<file path="config.mk">
export PLATFORM = sky130hd
export DESIGN_NAME = intpol2_d4_ctrl
export DESIGN_NICKNAME = d
export VERILOG_FILES = /design/src/rtl/intpol2_d4_ctrl.sv
export SDC_FILE = /design/constraint.sdc
export NUM_CORES = 1
export LEC_CHECK = 0
export ABC_CLOCK_PERIOD_IN_PS = 2600
export CAP_MARGIN = 20
export CORE_MARGIN = 5
export CORE_UTILIZATION = 45
export DETAILED_ROUTE_END_ITERATION = 10
export PLACE_DENSITY = 0.74
export REMOVE_ABC_BUFFERS = 1
export SYNTH_ARGS = -nofsm -noshare
export SYNTH_HDL_FRONTEND = slang
export SYNTH_SLANG_ARGS = --single-unit
</file>
<file path="constraint.sdc">
create_clock -name clk -period 2.6 [get_ports clk]
set_input_delay 0.52 -clock clk [delete_from_list [all_inputs] [get_ports clk]]
set_output_delay 0.52 -clock clk [all_outputs]
set_load 0.03 [all_outputs]
</file>
<file path="src/rtl/intpol2_d4_ctrl.sv">
// intpol2_d4_ctrl: sequencing controller for the D=4 quadratic-interpolation
// squared-term datapath. Accepts n samples per frame and emits four phase beats
// per sample. It steers the xi2 accumulator (clear / load / scale / step) in
// lock-step with the input and output handshakes.
module intpol2_d4_ctrl #(
  parameter int CNT_WIDTH = 16
) (
  input  logic                 clk,
  input  logic                 rstn,
  input  logic                 start_i,
  input  logic                 abort_i,
  input  logic [CNT_WIDTH-1:0] n_samples_i,
  input  logic                 in_valid_i,
  output logic                 in_ready_o,
  output logic                 out_valid_o,
  input  logic                 out_ready_i,
  output logic [1:0]           phase_o,
  output logic [CNT_WIDTH-1:0] sample_idx_o,
  output logic                 clear_o,
  output logic                 en_xi2_o,
  output logic [1:0]           sel_xi2_o,
  output logic                 busy_o,
  output logic                 done_o
);

  typedef enum logic [2:0] {
    IDLE    = 3'd0,
    CLR     = 3'd1,
    WAIT_IN = 3'd2,
    PRIME   = 3'd3,
    EMIT    = 3'd4,
    DONE    = 3'd5
  } state_t;

  localparam logic [1:0] SEL_IDLE  = 2'b00;
  localparam logic [1:0] SEL_LOAD  = 2'b01;
  localparam logic [1:0] SEL_SCALE = 2'b10;
  localparam logic [1:0] SEL_STEP  = 2'b11;

  state_t               state_q, state_d;
  logic [CNT_WIDTH-1:0] n_q, n_d;
  logic [CNT_WIDTH-1:0] sample_idx_q, sample_idx_d;
  logic [1:0]           phase_q, phase_d;
  logic                 abort_q, abort_d;
  logic                 en_d;
  logic [1:0]           sel_d;
  logic                 last_sample;

  // The final sample of the frame is the one whose index equals the latched count minus one.
  assign last_sample = (sample_idx_q == (n_q - CNT_WIDTH'(1)));

  // State and counter registers; reset drops back to IDLE and abandons any frame.
  always_ff @(posedge clk or negedge rstn) begin
    if (!rstn) begin
      state_q      <= IDLE;
      n_q          <= '0;
      sample_idx_q <= '0;
      phase_q      <= 2'd0;
      abort_q      <= 1'b0;
    end else begin
      state_q      <= state_d;
      n_q          <= n_d;
      sample_idx_q <= sample_idx_d;
      phase_q      <= phase_d;
      abort_q      <= abort_d;
    end
  end

  // Next-state logic plus the handshake-gated datapath enable/select; abort overrides any handshake.
  always_comb begin
    state_d      = state_q;
    n_d          = n_q;
    sample_idx_d = sample_idx_q;
    phase_d      = phase_q;
    abort_d      = abort_q;
    en_d         = 1'b0;
    sel_d        = SEL_IDLE;

    if ((state_q != IDLE) && abort_i) begin
      state_d = CLR;
      abort_d = 1'b1;
      phase_d = 2'd0;
    end else begin
      case (state_q)
        IDLE: begin
          if (start_i) begin
            n_d          = n_samples_i;
            sample_idx_d = '0;
            phase_d      = 2'd0;
            abort_d      = 1'b0;
            state_d      = (n_samples_i == '0) ? DONE : CLR;
          end
        end
        CLR: begin
          state_d = abort_q ? IDLE : WAIT_IN;
          abort_d = 1'b0;
        end
        WAIT_IN: begin
          if (in_valid_i) begin
            en_d = 1'b1;
            if (sample_idx_q == '0) begin
              sel_d   = SEL_LOAD;
              state_d = PRIME;
            end else begin
              sel_d   = SEL_STEP;
              state_d = EMIT;
            end
          end
        end
        PRIME: begin
          en_d    = 1'b1;
          sel_d   = SEL_SCALE;
          state_d = EMIT;
        end
        EMIT: begin
          if (out_ready_i) begin
            if (phase_q != 2'd3) begin
              en_d    = 1'b1;
              sel_d   = SEL_STEP;
              phase_d = phase_q + 2'd1;
            end else begin
              phase_d = 2'd0;
              if (last_sample) begin
                state_d = DONE;
              end else begin
                sample_idx_d = sample_idx_q + CNT_WIDTH'(1);
                state_d      = WAIT_IN;
              end
            end
          end
        end
        DONE: begin
          state_d = IDLE;
        end
        default: begin
          state_d = IDLE;
        end
      endcase
    end
  end

  assign in_ready_o   = (state_q == WAIT_IN);
  assign out_valid_o  = (state_q == EMIT);
  assign clear_o      = (state_q == CLR);
  assign busy_o       = (state_q != IDLE);
  assign done_o       = (state_q == DONE);
  assign phase_o      = phase_q;
  assign sample_idx_o = sample_idx_q;
  assign en_xi2_o     = en_d;
  assign sel_xi2_o    = sel_d;

endmodule

</file>
# == Word-level counts from Yosys, hierarchy flattened ==
# Cells that the tools add are included.
# word_totals
reg_bits,38
input_bits,22
output_inout_bits,26
# classes
addsub,3
n_eq_ne,15
n_mux,34
n_bitwise,1
reduce_logical,13
# ops
cell,count
$mux 16,4
$logic_not 16->1,2
$pmux 16 s2,1
$mux 3,8
$mux 2,10
$add 16x1->16 const B,1
$eq 16x16->1,1
$sub 16x1->16 const B,1
$pmux 3 s5,1
$reduce_bool 3->1,3
$ne 2x2->1 const B,4
$eq 3x2->1 const B,2
$eq 3x3->1 const B,2
$mux 1,6
$ne 3x3->1 const B,2
$pmux 2 s3,1
$reduce_and 3->1,2
$reduce_and 6->1,1
$pmux 2 s2,1
$reduce_and 4->1,1
$eq 3x1->1 const B,1
$logic_not 3->1,1
$ne 3x1->1 const B,1
$ne 3x2->1 const B,1
other kinds (8),8

# == Longest topological paths before layout ==
# logic_depth
word_depth,7
depth_mapped,11
depth_no_buf,10

# == Least setup slack after synthesis ==
# Ideal clock, no wire load.
# synth_timing
path_type,register to output
from,register state_q[0]
to,output port sel_xi2_o[1]
arrival_ns,2.588
slack_ns,-0.508
stages_incl_launch_ff,8
path_buffers,1
path_cell_list,dfrtp_1 -> clkbuf_1 -> nor2_1 -> nand2_1 -> inv_1 -> nand3b_1 -> a21oi_1 -> a21boi_0
# synth_via
elab_chain_cells,3
word_cells_on_any_way,7
# synth_rtl
element,line_no,source
start: declaration,40,"state_t state_q, state_d;"
start signal: assignment,61,state_q <= state_d;
$eq 3x3->1,-,
named net out_valid_o,15,"output logic out_valid_o,"
$pmux 2 s3,84,case (state_q)
$mux 2,79,if ((state_q != IDLE) && abort_i) begin
end: declaration,21,"output logic [1:0] sel_xi2_o,"
# The timed path passes the listed nets, and every way through them passes these cells.

# == Worst setup path after layout ==
# layout_timing
from,register n_q[2]
to,"register sample_idx_q[8], in the netlist sample_idx_o[8]"
# layout_via
elab_chain_cells,4
# layout_rtl
element,line_no,source
start: declaration,41,"logic [CNT_WIDTH-1:0] n_q, n_d;"
start signal: assignment,62,n_q <= n_d;
$sub 16x1->16,50,assign last_sample = (sample_idx_q == (n_q - CNT_WIDTH'(1)));
$eq 16x16->1,50,
$ne 2x2->1 (no source line),-,
$reduce_and 6->1 (no source line),-,
end signal: assignment,63,sample_idx_q <= sample_idx_d;
end: declaration,42,"logic [CNT_WIDTH-1:0] sample_idx_q, sample_idx_d;"
# No other way between the ends.
# A chain may end at the register's enable or synchronous reset.

==> results.json <==
{
  "cts-root-buf": "clkbuf_8",
  "grt_pass1_wl_um": 12390,
  "multi_input_area_um2": 1614,
  "rows": 27,
  "synth-seq-cells": 38,
  "globalRouteMet3Util_pct": 2.978,
  "p_comb_share_pct": 52.0,
  "cap_violations": 0,
  "cts_tree": "yes",
  "critPathKind": "register to register",
  "slew_viol_final": 0,
  "fmax_mhz": 394.0,
  "drive_above_1_share_pct": 14.62,
  "slew_headroom_pct": 42.20,
  "htree_levels": 2,
  "io_pins": 48,
  "dp_hpwl_um": 5529,
  "grt_usage_pct": 20.90,
  "final_cells": 462,
  "vias_per_cell": 5.775,
  "start_util_pct": 46.70,
  "regToRegStartpoint": "n_q[2]",
  "drt_iter0_drc": 230,
  "endpoint_kind": "register",
  "grt_max_degree": 39,
  "via_count": 2668,
  "layout_min_cycle_time_ns": 2.538,
  "cp-start-kind": "register",
  "power_mw": 3.245,
  "fin_tns_setup_ns": 0,
  "first_global_vias": 2572,
  "cellPowerDensity_nw_per_um2": 934.4,
  "hp-class": "primary input to asynchronous set/reset pin",
  "clock_latency_ns": 0.29,
  "cp.required_ns": 2.82,
  "reg2reg_to": "sample_idx_o[8]",
  "clock-skew-final_ns": 0.008884,
  "n_fill_cell": 508,
  "synthCells": 328,
  "p_leak_nw": 1.488,
  "rsz0062_at_grt": "yes",
  "die_w_um": 85.83,
  "min_period_over_period_pct": 97.62,
  "antenna_found_initial": 0,
  "portBuffers": 47,
  "avgSynthCellArea_um2": 7.889,
  "peakVddDrop_uv": 474.3,
  "core_um2": 5540,
  "netlist_area_um2": 2587,
  "clockBufferDepth": 2,
  "die_area_um2": 7367,
  "tightest_slew_ns": 0.8670,
  "dp_cells": 454,
  "final_nets": 415,
  "routedWlPerCell_um": 16.44,
  "num_antenna_cells": 0,
  "p_sw_mw": 1.388,
  "area_growth_pct": 34.24,
  "clock-sinks": 38,
  "pwr-share-seq_pct": 29.0,
  "path_clk_slew_ns": 0.08,
  "drt-pass1-iter-count": 5,
  "use_met2_pct": 33.76,
  "ys_seq_area_share_pct": 36.75,
  "arrival_ns": 2.76,
  "clockPowerShare_pct": 19.0,
  "grt-busiest-layer": "met2",
  "crit_fanout": 31,
  "gr-usage-met1_pct": 28.80,
  "route.antenna.remaining_nets": 0,
  "wirelength_um": 7597,
  "yosysUniqueCellTypes": 47,
  "die_h_um": 85.83,
  "outcome": "finished, final reports clean",
  "routabilityCongestion": 0.9600,
  "cts_buffers": 5,
  "gr-total-overflow": 0,
  "hold_viol_final": 0,
  "r2r_slack_ns": 0.06,
  "cts_setup_buffers": 0,
  "setup_viol": 0,
  "seq_area_um2": 953.4,
  "rr_worst_depth": 9,
  "drc": 0,
  "yosysWarnings": 0,
  "sw_frac_of_total_pct": 42.76,
  "p_int_mw": 1.858
}
Yosys cell counts, drive strengths merged:
cell     instances  area (um^2)
a211oi           1        7.510
a21boi           1        7.510
a21oi           27        138.9
a31oi            5        31.28
a41o             1        10.01
and2             3        18.77
and3             9        56.30
and3b            1        8.760
and4             1        8.760
buf              5        37.53
clkbuf           9        33.78
dfrtp           38        950.9
ha               4        50.05
inv             12        45.04
maj3             1        10.01
mux2i            1        10.01
nand2           66        247.7
nand2b           3        18.77
nand3           15        75.07
nand3b           2        15.01
nand4            6        37.54
nor2            15        56.30
nor2b            2        12.51
nor3            11        60.06
nor3b            2        15.01
nor4            10        83.83
nor4b            3        26.28
o2111ai          1        8.760
o211ai           2        15.01
o21ai           29        145.1
o21bai           1        11.26
o22ai            1        6.260
o311ai           1        8.760
o31ai            3        22.52
o41ai            1        27.53
or2              1        6.260
or3             15        98.84
or4              2        15.01
xnor2            7        61.31
xor2            10        87.58
metal layers:
| metal | vias to the layer above | part of all wire, % | routed length, um |
|---|---|---|---|
| met5 | - | 0 | 0 |
| li1 | 1293 | - | - |
| met1 | 1284 | 44 | 3331 |
| met4 | 0 | 1.7 | 132 |
| met2 | 83 | 50 | 3763 |
| met3 | 8 | 4.8 | 368 |
how the worst max path moves through the flow:
stage,from,endpoint,slack (ns),depth (start not counted)
floorplan,state_q[0],sel_xi2_o[1],-0.43,6
global placement,n_q[2],sample_idx_o[10],0.10,9
detailed placement,n_q[2],sample_idx_o[10],0.04,9
CTS,n_q[2],sample_idx_o[10],0.03,9
global route,n_q[1],sample_idx_o[12],-0.06,10
finish,n_q[2],sample_idx_o[8],0.06,9
area by class of cell:
class                           count  area share [%]
Tap cell                           72           2.594
Timing Repair Buffer               68           18.23
Clock inverter                      3           1.981
Inverter                           12           1.297
Multi-Input combinational cell    264           46.47
Clock buffer                        5           1.981
Sequential cell                    38           27.45
per-stage QoR:
stage          instance area, um^2  worst slack [ns]  utilization [%]  hold slack [ns]
2_1_floorplan                 2516           -0.4344                -           0.2244
3_3_place_gp                  3237            0.1024            58.42           0.4869
3_5_place_dp                  3237           0.04019            58.42           0.5009
4_1_cts                       3373           0.02515            60.89           0.3659
5_1_grt                       3473          -0.05610            62.69           0.4109
6_report                      3473           0.06182            62.69           0.3355
logic make-up after synthesis:
family,Yosys count,share of synthesized area (%)
and+or+nand+nor,167,33.27
DFF,38,36.75
adders and majority gates,5,2.321
xor gates and xnor gates,17,5.754
buffers and inverters,26,4.497
AOI/OAI and AO/OA,74,17.02
muxes,1,0.3869
critical path: stages, from the launching register on:
cell      delay, ns
dfrtp_1        0.39
or3_4          0.45
o41ai_4        0.32
o211ai_1       0.16
a21oi_2        0.18
o21bai_4       0.16
nor4_4         0.06
buf_12         0.16
or4_1          0.47
a21oi_1        0.13
power by group through the flow:
stage	combinational [mW]	clock (mW)	sequential [mW]
after floorplan	0.948	0	0.941
after global placement	1.50	0	0.919
after detailed placement	1.53	0	0.922
after CTS	1.53	0.617	0.916
after global routing	1.85	0.649	0.966
final	1.69	0.616	0.941
cells in the final DEF, fill, tap and decap left out, types with 12 or more instances in the layout:
cell type / netlist / routed
inv_1: 12 / 12
dfrtp_1: 38 / 36
nor2_1: 15 / 14
nand2_1: 66 / 66
o21ai_0: 28 / 28
clkdlybuf4s50_1: 0 / 43
buf_4: 0 / 21
nand3_1: 15 / 15
or3_1: 14 / 13
a21oi_1: 26 / 24
state kept, by name, indices dropped and copies added (netlist names):
| register | cells |
|---|---|
| phase_o | 2 |
| state_q | 3 |
| abort_q | 1 |
| n_q | 16 |
| sample_idx_o | 16 |
what timing repair did:
| item | 4_1_cts | 5_1_grt |
|---|---|---|
| pin swaps | 0 | 5 |
| gates resized for setup | 1 | 22 |
| endpoints found under the setup margin | 1 | 19 |
| hold buffers | 0 | 0 |
(Power assumes the default switching activity.)
